$ cat src/rtl/keypad_scanner_4x4.sv
// keypad_scanner_4x4: scans a 4x4 active-low key matrix one row per scan tick,
// debounces press and release over DEBOUNCE_TICKS ticks, and reports the
// accepted key as row*4+col with a one-clock key_valid pulse.

module keypad_scanner_4x4 #(
  parameter int SCAN_DIV       = 50000,
  parameter int DEBOUNCE_TICKS = 4
) (
  input  logic       clk,
  input  logic       reset,
  input  logic [3:0] COL,
  output logic [3:0] ROW,
  output logic [3:0] key_code,
  output logic       key_valid,
  output logic       key_held
);

  typedef enum logic [1:0] {
    SCAN     = 2'd0,
    DEBOUNCE = 2'd1,
    HELD     = 2'd2,
    RELEASE  = 2'd3
  } state_t;

  localparam logic [23:0] DIV_LAST = 24'(SCAN_DIV - 1);
  localparam logic [3:0]  DB_TICKS = 4'(DEBOUNCE_TICKS);

  logic [3:0]  col_meta;
  logic [3:0]  col_s;
  logic [23:0] presc;
  logic        tick;
  state_t      state;
  logic [1:0]  r;
  logic [1:0]  c;
  logic [3:0]  cnt;
  logic        any_low;
  logic [1:0]  low_idx;
  logic        sel_low;

  // Active-low row drive pattern for a given row index.
  function automatic logic [3:0] row_drive(input logic [1:0] idx);
    logic [3:0] one_hot;
    one_hot = 4'b0001 << idx;
    return ~one_hot;
  endfunction

  // Two-flop synchronizer for the asynchronous column lines; idles at all-high.
  always_ff @(posedge clk) begin
    if (reset) begin
      col_meta <= 4'b1111;
      col_s    <= 4'b1111;
    end else begin
      col_meta <= COL;
      col_s    <= col_meta;
    end
  end

  // Scan prescaler: one tick every SCAN_DIV clocks, first tick SCAN_DIV clocks after reset.
  always_ff @(posedge clk) begin
    if (reset) begin
      presc <= '0;
    end else if (tick) begin
      presc <= '0;
    end else begin
      presc <= presc + 24'd1;
    end
  end

  assign tick = (presc == DIV_LAST);

  // Lowest-index pressed column wins when several columns read low together.
  always_comb begin
    any_low = ~&col_s;
    low_idx = 2'd0;
    if (!col_s[0]) begin
      low_idx = 2'd0;
    end else if (!col_s[1]) begin
      low_idx = 2'd1;
    end else if (!col_s[2]) begin
      low_idx = 2'd2;
    end else if (!col_s[3]) begin
      low_idx = 2'd3;
    end
  end

  // Only the latched column matters once a candidate key has been found.
  assign sel_low = ~col_s[c];

  // Scan/debounce/hold/release controller; all decisions happen on ticks,
  // while key_valid is cleared every clock so it can only ever pulse once.
  always_ff @(posedge clk) begin
    if (reset) begin
      state     <= SCAN;
      r         <= 2'd0;
      c         <= 2'd0;
      cnt       <= 4'd0;
      ROW       <= 4'b1110;
      key_code  <= 4'd0;
      key_valid <= 1'b0;
      key_held  <= 1'b0;
    end else begin
      key_valid <= 1'b0;
      if (tick) begin
        case (state)
          SCAN: begin
            if (any_low) begin
              c <= low_idx;
              if (DB_TICKS == 4'd1) begin
                key_code  <= {r, low_idx};
                key_valid <= 1'b1;
                key_held  <= 1'b1;
                cnt       <= 4'd0;
                state     <= HELD;
              end else begin
                cnt   <= 4'd1;
                state <= DEBOUNCE;
              end
            end else begin
              r   <= r + 2'd1;
              ROW <= row_drive(r + 2'd1);
            end
          end
          DEBOUNCE: begin
            if (sel_low) begin
              if (cnt + 4'd1 == DB_TICKS) begin
                key_code  <= {r, c};
                key_valid <= 1'b1;
                key_held  <= 1'b1;
                cnt       <= 4'd0;
                state     <= HELD;
              end else begin
                cnt <= cnt + 4'd1;
              end
            end else begin
              cnt   <= 4'd0;
              r     <= r + 2'd1;
              ROW   <= row_drive(r + 2'd1);
              state <= SCAN;
            end
          end
          HELD: begin
            if (!sel_low) begin
              if (DB_TICKS == 4'd1) begin
                key_held <= 1'b0;
                cnt      <= 4'd0;
                r        <= r + 2'd1;
                ROW      <= row_drive(r + 2'd1);
                state    <= SCAN;
              end else begin
                cnt   <= 4'd1;
                state <= RELEASE;
              end
            end
          end
          RELEASE: begin
            if (sel_low) begin
              cnt   <= 4'd0;
              state <= HELD;
            end else if (cnt + 4'd1 == DB_TICKS) begin
              key_held <= 1'b0;
              cnt      <= 4'd0;
              r        <= r + 2'd1;
              ROW      <= row_drive(r + 2'd1);
              state    <= SCAN;
            end else begin
              cnt <= cnt + 4'd1;
            end
          end
          default: begin
            state <= SCAN;
          end
        endcase
      end
    end
  end

endmodule

$ cat config.mk
export PLATFORM = sky130hd
export DESIGN_NAME = keypad_scanner_4x4
export DESIGN_NICKNAME = d
export VERILOG_FILES = /design/src/rtl/keypad_scanner_4x4.sv
export SDC_FILE = /design/constraint.sdc
export NUM_CORES = 1
export LEC_CHECK = 0
export ABC_AREA = 1
export CORE_MARGIN = 5
export CORE_UTILIZATION = 43
export CTS_CLUSTER_DIAMETER = 80
export CTS_CLUSTER_SIZE = 10
export DETAILED_ROUTE_END_ITERATION = 6
export MAX_ROUTING_LAYER = met4
export PLACE_DENSITY = 0.69
export SYNTH_ARGS = -nofsm -noshare
export SYNTH_HDL_FRONTEND = slang
export SYNTH_SLANG_ARGS = --single-unit
export TNS_END_PERCENT = 100
$ cat constraint.sdc
create_clock -name clk -period 1.4 [get_ports clk]
set_input_delay 0.14 -clock clk [delete_from_list [all_inputs] [get_ports clk]]
set_output_delay 0.14 -clock clk [all_outputs]
set_load 0.01 [all_outputs]
# --- Yosys cells after proc, flatten, opt, wreduce, memory -nomap -nowiden ---
# Cells that the tools add are included.
classes:
  n_addsub: 3
  n_lt_le_gt_ge: 1
  n_eq_ne: 15
  shifts: 1
  mux: 35
  bitwise: 5
  reduce_logical: 12
ops:
  columns: ["cell", "n"]
  rows:
  - ["two-way mux 4 bit", 9]
  - ["two-way mux 2 bit", 14]
  - ["adder 24 x 1 -> 24 bit, second input constant", 1]
  - ["equality test 24 x 16 -> 1 bit, second input constant", 1]
  - ["!= test 2 bit, second input constant", 8]
  - ["case mux 4 bit (4 select lines)", 1]
  - ["case mux 4 bit (3 select lines)", 1]
  - ["AND reduction 6 bit", 2]
  - ["case mux 2 bit (4 select lines)", 1]
  - ["AND reduction 4 bit", 2]
  - ["two-way mux 1 bit", 6]
  - ["!= test 3 bit, second input constant", 2]
  - ["case mux 2 bit (3 select lines)", 1]
  - ["AND reduction 3 bit", 2]
  - ["AND reduction 5 bit", 1]
  - ["adder 4 x 1 -> 4 bit, second input constant", 1]
  - ["equality test 2 bit, second input constant", 2]
  - ["equality test 4 x 3 -> 1 bit, second input constant", 1]
  - ["NOT 1 bit", 4]
  - ["NOT 4 bit", 1]
  - ["OR reduction 4 bit", 1]
  - ["<< shifter 1 x 2 -> 4 bit, first input constant", 1]
  - ["< comparator 2 x 3 -> 1 bit, second input constant", 1]
  - ["nonzero test 3 bit", 1]
  - ["other kinds (7)", 7]
word_totals:
  ff_bits: 52
  in_bits: 6
  out_inout_bits: 10
  elab_cells: 83

# --- Depth between registers and ports, before layout ---
# Gate-level depths: netlist of the first run.
logic_depth:
  depth_word: 6
  ltp_mapped: 11
  ltp_nobuf: 11

# --- Least setup slack after synthesis of the first run ---
# OpenSTA, ideal clock, no wires.
synth_path:
  path_type: "flip-flop to flip-flop"
  startpoint: "register presc[0]"
  endpoint: "register presc[22]"
  setup_time_ns: 0.113
  t_arrival_ns: 1.406
  required_time_ns: 1.287
  slack_ns: -0.119
  path_stages_with_launch: 11
  path_buffers: 0
  period_less_slack_ns: 1.519
  path_cell_list: "dfxtp_1 > ha_1 > nand3_4 > nor2_2 > nand3_2 > nor2_4 > nand2_2 > nor2_1 > nand2_1 > nand2_1 > nor2_1"
synth_between:
  elab_chain_len: 2
  elab_cells_between_ends: 3
  cone_classes: "add/sub (1); eq/ne (1); reduce/logical (1)"
synth_rtl:
  columns: ["element", "line_no", "text"]
  rows:
  - ["start, declared", "30", "logic [23:0] presc;"]
  - ["start signal, assigned", "65", "presc <= presc + 24'd1;"]
  - ["branches (longest 2 deep; another with adder 24 x 1 -> 24 bit)", null, null]
# Parallel ways; which one is timed is not known.
# A chain may end at the register's enable or synchronous reset.

# --- Worst setup path after layout of the first run ---
layout_path:
  startpoint: "register presc[1]"
  endpoint: "register ROW[2]"
layout_between:
  elab_chain_len: 2
layout_rtl:
  columns: ["element", "line_no", "text"]
  rows:
  - ["equality test 24 x 16 -> 1 bit", "69", "assign tick = (presc == DIV_LAST);"]
  - ["AND reduction 6 bit (no source line)", null, null]
  - ["end signal, assigned", "120", "ROW <= row_drive(r + 2'd1);"]
  - ["end signal, assigned", "137", "ROW <= row_drive(r + 2'd1);"]
  - ["end signal, assigned", "147", "ROW <= row_drive(r + 2'd1);"]
  - ["end, declared", "12", "output logic [3:0] ROW,"]
# No other way between the ends.

==> results of run 1 <==
## per-stage QoR
| step | instance area, sq um | power [W] | TNS [ns] |
|---|---|---|---|
| 3_3_place_gp | 3326 | 0.001658 | -3.338 |
| 5_1_grt | 3812 | 0.002599 | -5.937 |
| 2_1_floorplan | 2759 | 0.001612 | 0 |
| 6_report | 3812 | 0.002501 | -2.865 |
| 3_5_place_dp | 3326 | 0.001661 | -3.906 |
| 4_1_cts | 3552 | 0.002515 | -1.148 |
## layer usage
| metal | routed length (um) | part of all wire | track usage | vias up |
|---|---|---|---|---|
| met5 | 0 | 0 | - | - |
| met4 | 59 | 0.0085 | 0.03652 | 0 |
| met3 | 331 | 0.048 | 0.03088 | 5 |
| met2 | 3291 | 0.48 | 0.2762 | 51 |
| met1 | 3241 | 0.47 | 0.2266 | 1240 |
| li1 | - | - | - | 1440 |
## cell usage in the layout, fill, tap and decap left out, types with 3 or more instances in the layout
cell             netlist  final
nor2_2                 5     19
nor2_4                 3     10
nand2_2                3     16
o21ai_0                9      5
nand3_2                3      8
nand3_4                1      3
inv_2                  3     10
clkdlybuf4s50_1        0     15
o21ai_1                0      3
or2_2                  9      8
dfxtp_4                0      3
clkbuf_8               0      5
nand2_1              103     86
nand4_1               13     13
nand2_4                0      4
dfxtp_1               52     32
dfxtp_2                0     17
buf_6                  1      5
ha_1                   7      6
inv_1                 55     48
buf_4                  0     52
nand3_1               27     20
nor2_1                75     54
a21oi_1               19     18
xor2_1                 5      4
## state kept, by name (all words and copies together) (netlist names), named ones only
register / flops
col_s: 4
key_valid: 1
ROW: 4
state: 1
col_meta: 4
presc: 24
cnt: 4
key_code: 4
key_held: 1
c: 2
r: 2
## final cells by class
cell class,count,area [sq um]
repair buffers,73,611.8
multi-input cells,297,1724
clock buffers,6,72.57
well taps,77,96.34
fillers,570,2465
flip-flops and latches,52,1074
inverters,58,217.7
clock inverters,2,16.27
## cell families (layout without fill, tap and decap cells)
group / after synthesis / count (layout) / synth area share
AO/OA/AOI/OAI: 30 / 30 / 0.05708
XOR/XNOR: 7 / 7 / 0.02237
adder cells (fa/ha/maj): 7 / 7 / 0.03196
buffers and inverters: 62 / 139 / 0.08858
flip-flops: 52 / 52 / 0.3799
AND/OR/NAND/NOR: 252 / 253 / 0.4201
## Yosys cell counts
library cell,number,area [sq um]
nand2_1,103,386.6
buf_2,2,10.01
nand3_1,27,135.1
xnor2_1,2,17.52
nor2_2,5,31.28
nor3_2,1,10.01
a21oi_1,19,95.09
o21ai_0,9,45.04
nand4_4,1,21.27
or2_2,9,56.30
xor2_1,5,43.79
nor2_1,75,281.5
or2_0,1,6.260
clkbuf_1,1,3.750
dfxtp_1,52,1041
inv_2,3,11.26
ha_1,7,87.58
and2_1,1,6.260
o31ai_1,1,7.510
inv_1,55,206.5
nor3_1,4,20.02
buf_6,1,11.26
nand4_1,13,81.33
nand2_2,3,18.77
nand3_2,3,30.03
o21ai_2,1,8.760
nor2_4,3,33.78
nand3_4,1,17.52
nand3b_1,2,15.01
## critical path, delay by kind of cell, from the launching register on
family                   cells  cell delay (ns)
adder cells (fa/ha/maj)      1             0.16
buffers and inverters        2             0.26
flip-flops                   1             0.36
AND/OR/NAND/NOR              6             0.76
## worst paths after layout
check	start	endpoint	slack, ns	cells after the start
worst min register to register	col_meta[2]	col_s[2]	0.42	1
worst max-delay path	presc[1]	ROW[2]	-0.19	9
worst max register to register	presc[1]	ROW[2]	-0.19	9
worst min-delay path	COL[1]	col_meta[1]	0.39	2
## timing repair
| action | in CTS | in global routing |
|---|---|---|
| pin swaps | 9 | 30 |
| resized for setup | 37 | 66 |
| hold buffers | 0 | 0 |
| setup buffers | 1 | 11 |
| gates cloned | 1 | 0 |
| setup endpoints to repair | 42 | 44 |
## power groups by stage
stage	clock, W	combinational, W	sequential (W)
after floorplan	0	0.0000702	0.00154
after global placement	0	0.000116	0.00154
after detailed placement	0	0.000117	0.00154
after CTS	0.000883	0.000124	0.00151
after global routing	0.000941	0.000152	0.00151
final	0.000863	0.000135	0.00150
==> flow_summary.yaml, run 1 <==
timing:
  grt_setup_unrepaired: "true"
  fin_worst_skew_ns: 0.009724
  maxSlewViolCount: 0
  period_needed_ns: 1.591
  holdWs_ns: 0.3851
  setup_viol: 38
  fmax_ghz: 0.6286
  tightest_slew_ns: 0.2685
  relSlewSlack: 0.8206
  finalHoldViolCount: 0
  layout_setup_ws_ns: -0.1909
  period_share: 1.136
power:
  p_int_w: 0.001907
  p_clk_frac: 0.345
  p_sw_w: 0.0005934
  vdd_drop_max_mv: 0.4616
  power_frac_seq: 0.601
  p_leak_nw: 1.695
  power_density_mw_per_mm2: 656.0
  netSwitchingFraction: 0.2373
  comb_power_share: 0.054
place:
  place_ws_ns: -0.1663
  io_buffers: 15
  dp_hpwl_mm: 4.863
  routabilityCongestion: 0.9606
  place_inst: 544
yosys:
  syn-cell-area_sq_mm: 0.002740
  ys_seq_area_frac: 0.3799
  synth_nets: 423
  yosysWarnings: 0
  ys_ff_latch: 52
  ys_types: 29
  synth_cells: 410
  avgSynthCellArea_sq_um: 6.683
final_layout:
  antenna_cells: 0
  instances_no_fill: 565
  utilization: 0.6073
  area_growth_syn_to_layout_pct: 39.13
  drive_above_1_share: 0.3566
  final_nets: 500
route:
  drt-total-wl_mm: 6.923
  firstDrtPassIters: 4
  antenna_left: 0
  drc: 0
  vias: 2736
  drtIter0Drc: 222
  routed_via_density: 4.842
  wl_per_cell_um: 12.25
hold_path:
  hp-class: "input pin to flip-flop"
flow_run:
  cap_violations: 0
critical_path:
  crit_type: "flip-flop to flip-flop"
  required_ns: 1.65
  end_kind: "flip-flop"
  arrival_ns: 1.84
  crit_chain: "ha_4, nand3_4, nor2_4, nand3_2, nor2_4, buf_4, buf_4, nand4_1, nand3_1"
  critical_path.startpoint_type: "flip-flop"
  slowest_stage: "dfxtp_2"
  worstPathMaxFanout: 6
  cp_slowest_stage_delay_ns: 0.36
global_routing:
  globalRouteTotalUtil: 0.1720
  grt_pass1_vias: 2583
  grt_max_degree: 17
  antenna_found_initial: 0
  grt.overflow.total: 0
  grt_pass1_wl_mm: 11.62
cts:
  cts.path.max_buffers: 2
  root_buffer: "clkbuf_8"
  clk_pin_slew_ns: 0.10
  clk_latency_ns: 0.31
  numClockSinks: 52
  cts_buffers: 5
  cts-htree-levels: 2
  cts_tree: "built"
floorplanning:
  die_area_sq_mm: 0.008069
  die_y_um: 89.83
  num_rows: 29
  core_region_area_sq_mm: 0.006277
  start_util: 0.4365
  die_x_um: 89.83
  io_pins: 16
run_status:
  violations: "negative setup slack"
  status: "finished, violations left"
(Power assumes the default switching activity.)
==> run 2: changes to the inputs <==
ABC_CLOCK_PERIOD_IN_PS = 1400   (was default)
CORE_MARGIN = 4   (was 5)
==> run 2 against run 1 <==
  * The flow still finishes with violations (negative setup slack)
  * Largest power group unchanged
  * Clock power hardly changed
  * First-iteration DRC count is 32% lower
  * Sequential share of layout area is 0.31 points lower
==> flow_summary.yaml, run 2 (same netlist as run 1, synthesis figures left out) <==
flow_run:
  cap_violations: 0
timing:
  fin_worst_skew_ns: 0.01277
  tightest_slew_ns: 0.2780
  setup_viol: 36
  relSlewSlack: 0.8146
  maxSlewViolCount: 0
  period_needed_ns: 1.545
  fmax_ghz: 0.6473
  period_share: 1.103
  layout_setup_ws_ns: -0.1448
  finalHoldViolCount: 0
  grt_setup_unrepaired: "true"
critical_path:
  arrival_ns: 1.74
  worstPathMaxFanout: 4
  critical_path.startpoint_type: "flip-flop"
  r2r_slack_ns: -0.14
  end_kind: "flip-flop"
  crit_type: "flip-flop to flip-flop"
  required_ns: 1.59
route:
  drt-met1-wl_mm: 3.289
  drt-total-wl_mm: 7.088
  wl_per_cell_um: 12.48
  wl_met3_um: 273
  wl_met2_mm: 3.393
  drc: 0
  antenna_left: 0
  routed_via_density: 4.884
  drtIter0Drc: 150
  firstDrtPassIters: 4
  top_layer: "met4"
  vias: 2774
floorplanning:
  die_y_um: 87.83
  die_x_um: 87.83
  core_region_area_sq_mm: 0.006061
  die_area_sq_mm: 0.007713
  num_rows: 28
  start_util: 0.4521
  io_pins: 16
final_layout:
  mostFrequentLayoutCells: "nand2_1 (87), buf_4 (56), nor2_1 (51)"
  seqCellArea_sq_mm: 0.001079
  final_common_cell: "nand2_1"
  area_growth_syn_to_layout_pct: 41.32
  fillers: 490
  final_nets: 505
  multiInputGateArea_sq_mm: 0.001737
  largest_register: "presc"
  largest_reg_flops: 24
  instances_no_fill: 568
  drive_above_1_share: 0.3570
  antenna_cells: 0
cts:
  cts.path.max_buffers: 2
  clk_pin_slew_ns: 0.10
  cts_tree: "built"
  cts-htree-levels: 2
  numClockSinks: 52
  clk_latency_ns: 0.31
  root_buffer: "clkbuf_8"
  cts_buffers: 5
global_routing:
  grt_pass1_wl_mm: 11.10
  grt_max_degree: 17
  grt_pass1_vias: 2526
  antenna_found_initial: 0
  grt.overflow.total: 0
  globalRouteTotalUtil: 0.1853
place:
  io_buffers: 15
  dp_hpwl_mm: 4.864
  routabilityCongestion: 0.9081
  place_inst: 542
  place_ws_ns: -0.1802
hold_path:
  hp-class: "input pin to flip-flop"
run_status:
  violations: "negative setup slack"
  status: "finished, violations left"
power:
  power_density_mw_per_mm2: 645.4
  vdd_drop_max_mv: 0.3975
  p_leak_nw: 1.734
==> run 2: worst paths after layout <==
check / end / from / cells after the start
setup / recovery: presc[20] / presc[1] / 8
hold / removal: col_meta[0] / COL[0] / 2
setup reg to reg: presc[20] / presc[1] / 8
hold reg to reg: col_s[3] / col_meta[3] / 1
==> run 2: report_power, final <==
| group | internal [W] | switching [W] | leakage, nW |
|---|---|---|---|
| combinational | 0.0000584 | 0.0000786 | 1.26 |
| clock | 0.000357 | 0.000506 | 0.0414 |
| sequential | 0.00149 | 0.0000124 | 0.433 |
| total | 0.00190 | 0.000597 | 1.73 |
==> run 2: metal layers <==
layer / global-route usage / vias to the layer above
li1: - / 1449
met1: 0.2371 / 1260
met2: 0.3034 / 53
met3: 0.03198 / 12
met4: 0.04603 / 0
met5: - / -
==> run 2: worst max-delay path, stage by stage (launching register included) <==
cell	delay, ns
dfxtp_2	0.36
ha_4	0.16
nand3_4	0.11
nor2_4	0.16
nand3_4	0.12
nor2_4	0.20
nand2_2	0.11
o21ai_1	0.14
a21oi_1	0.08
==> run 2: layout make-up <==
type                    count  share of cell area
multi-input cells         297              0.4485
repair buffers             78              0.1677
clock inverters             2            0.004200
well taps                  75             0.02423
flip-flops and latches     52              0.2785
clock buffers               6             0.01874
inverters                  58             0.05816
==> run 2: what timing repair did <==
item,CTS,global route
hold endpoints to repair,0,0
pin swaps,24,24
gates cloned,1,0
hold buffers,0,0
buffers inserted,8,10
gates resized for setup,40,68
setup endpoints to repair,44,44
==> run 2: through the flow <==
step | hold WS (ns) | cell area, sq um | setup TNS [ns] | util | power (W)
floorplan | 0.2438 | 2759 | 0 | - | 0.001612
finish | 0.3864 | 3872 | -2.327 | 0.6389 | 0.002499
CTS | 0.3823 | 3617 | -1.168 | 0.5968 | 0.002525
detailed placement | 0.3932 | 3323 | -3.120 | 0.5483 | 0.001663
global route | 0.3806 | 3872 | -6.761 | 0.6389 | 0.002605
global placement | 0.3908 | 3323 | -2.430 | 0.5483 | 0.001661
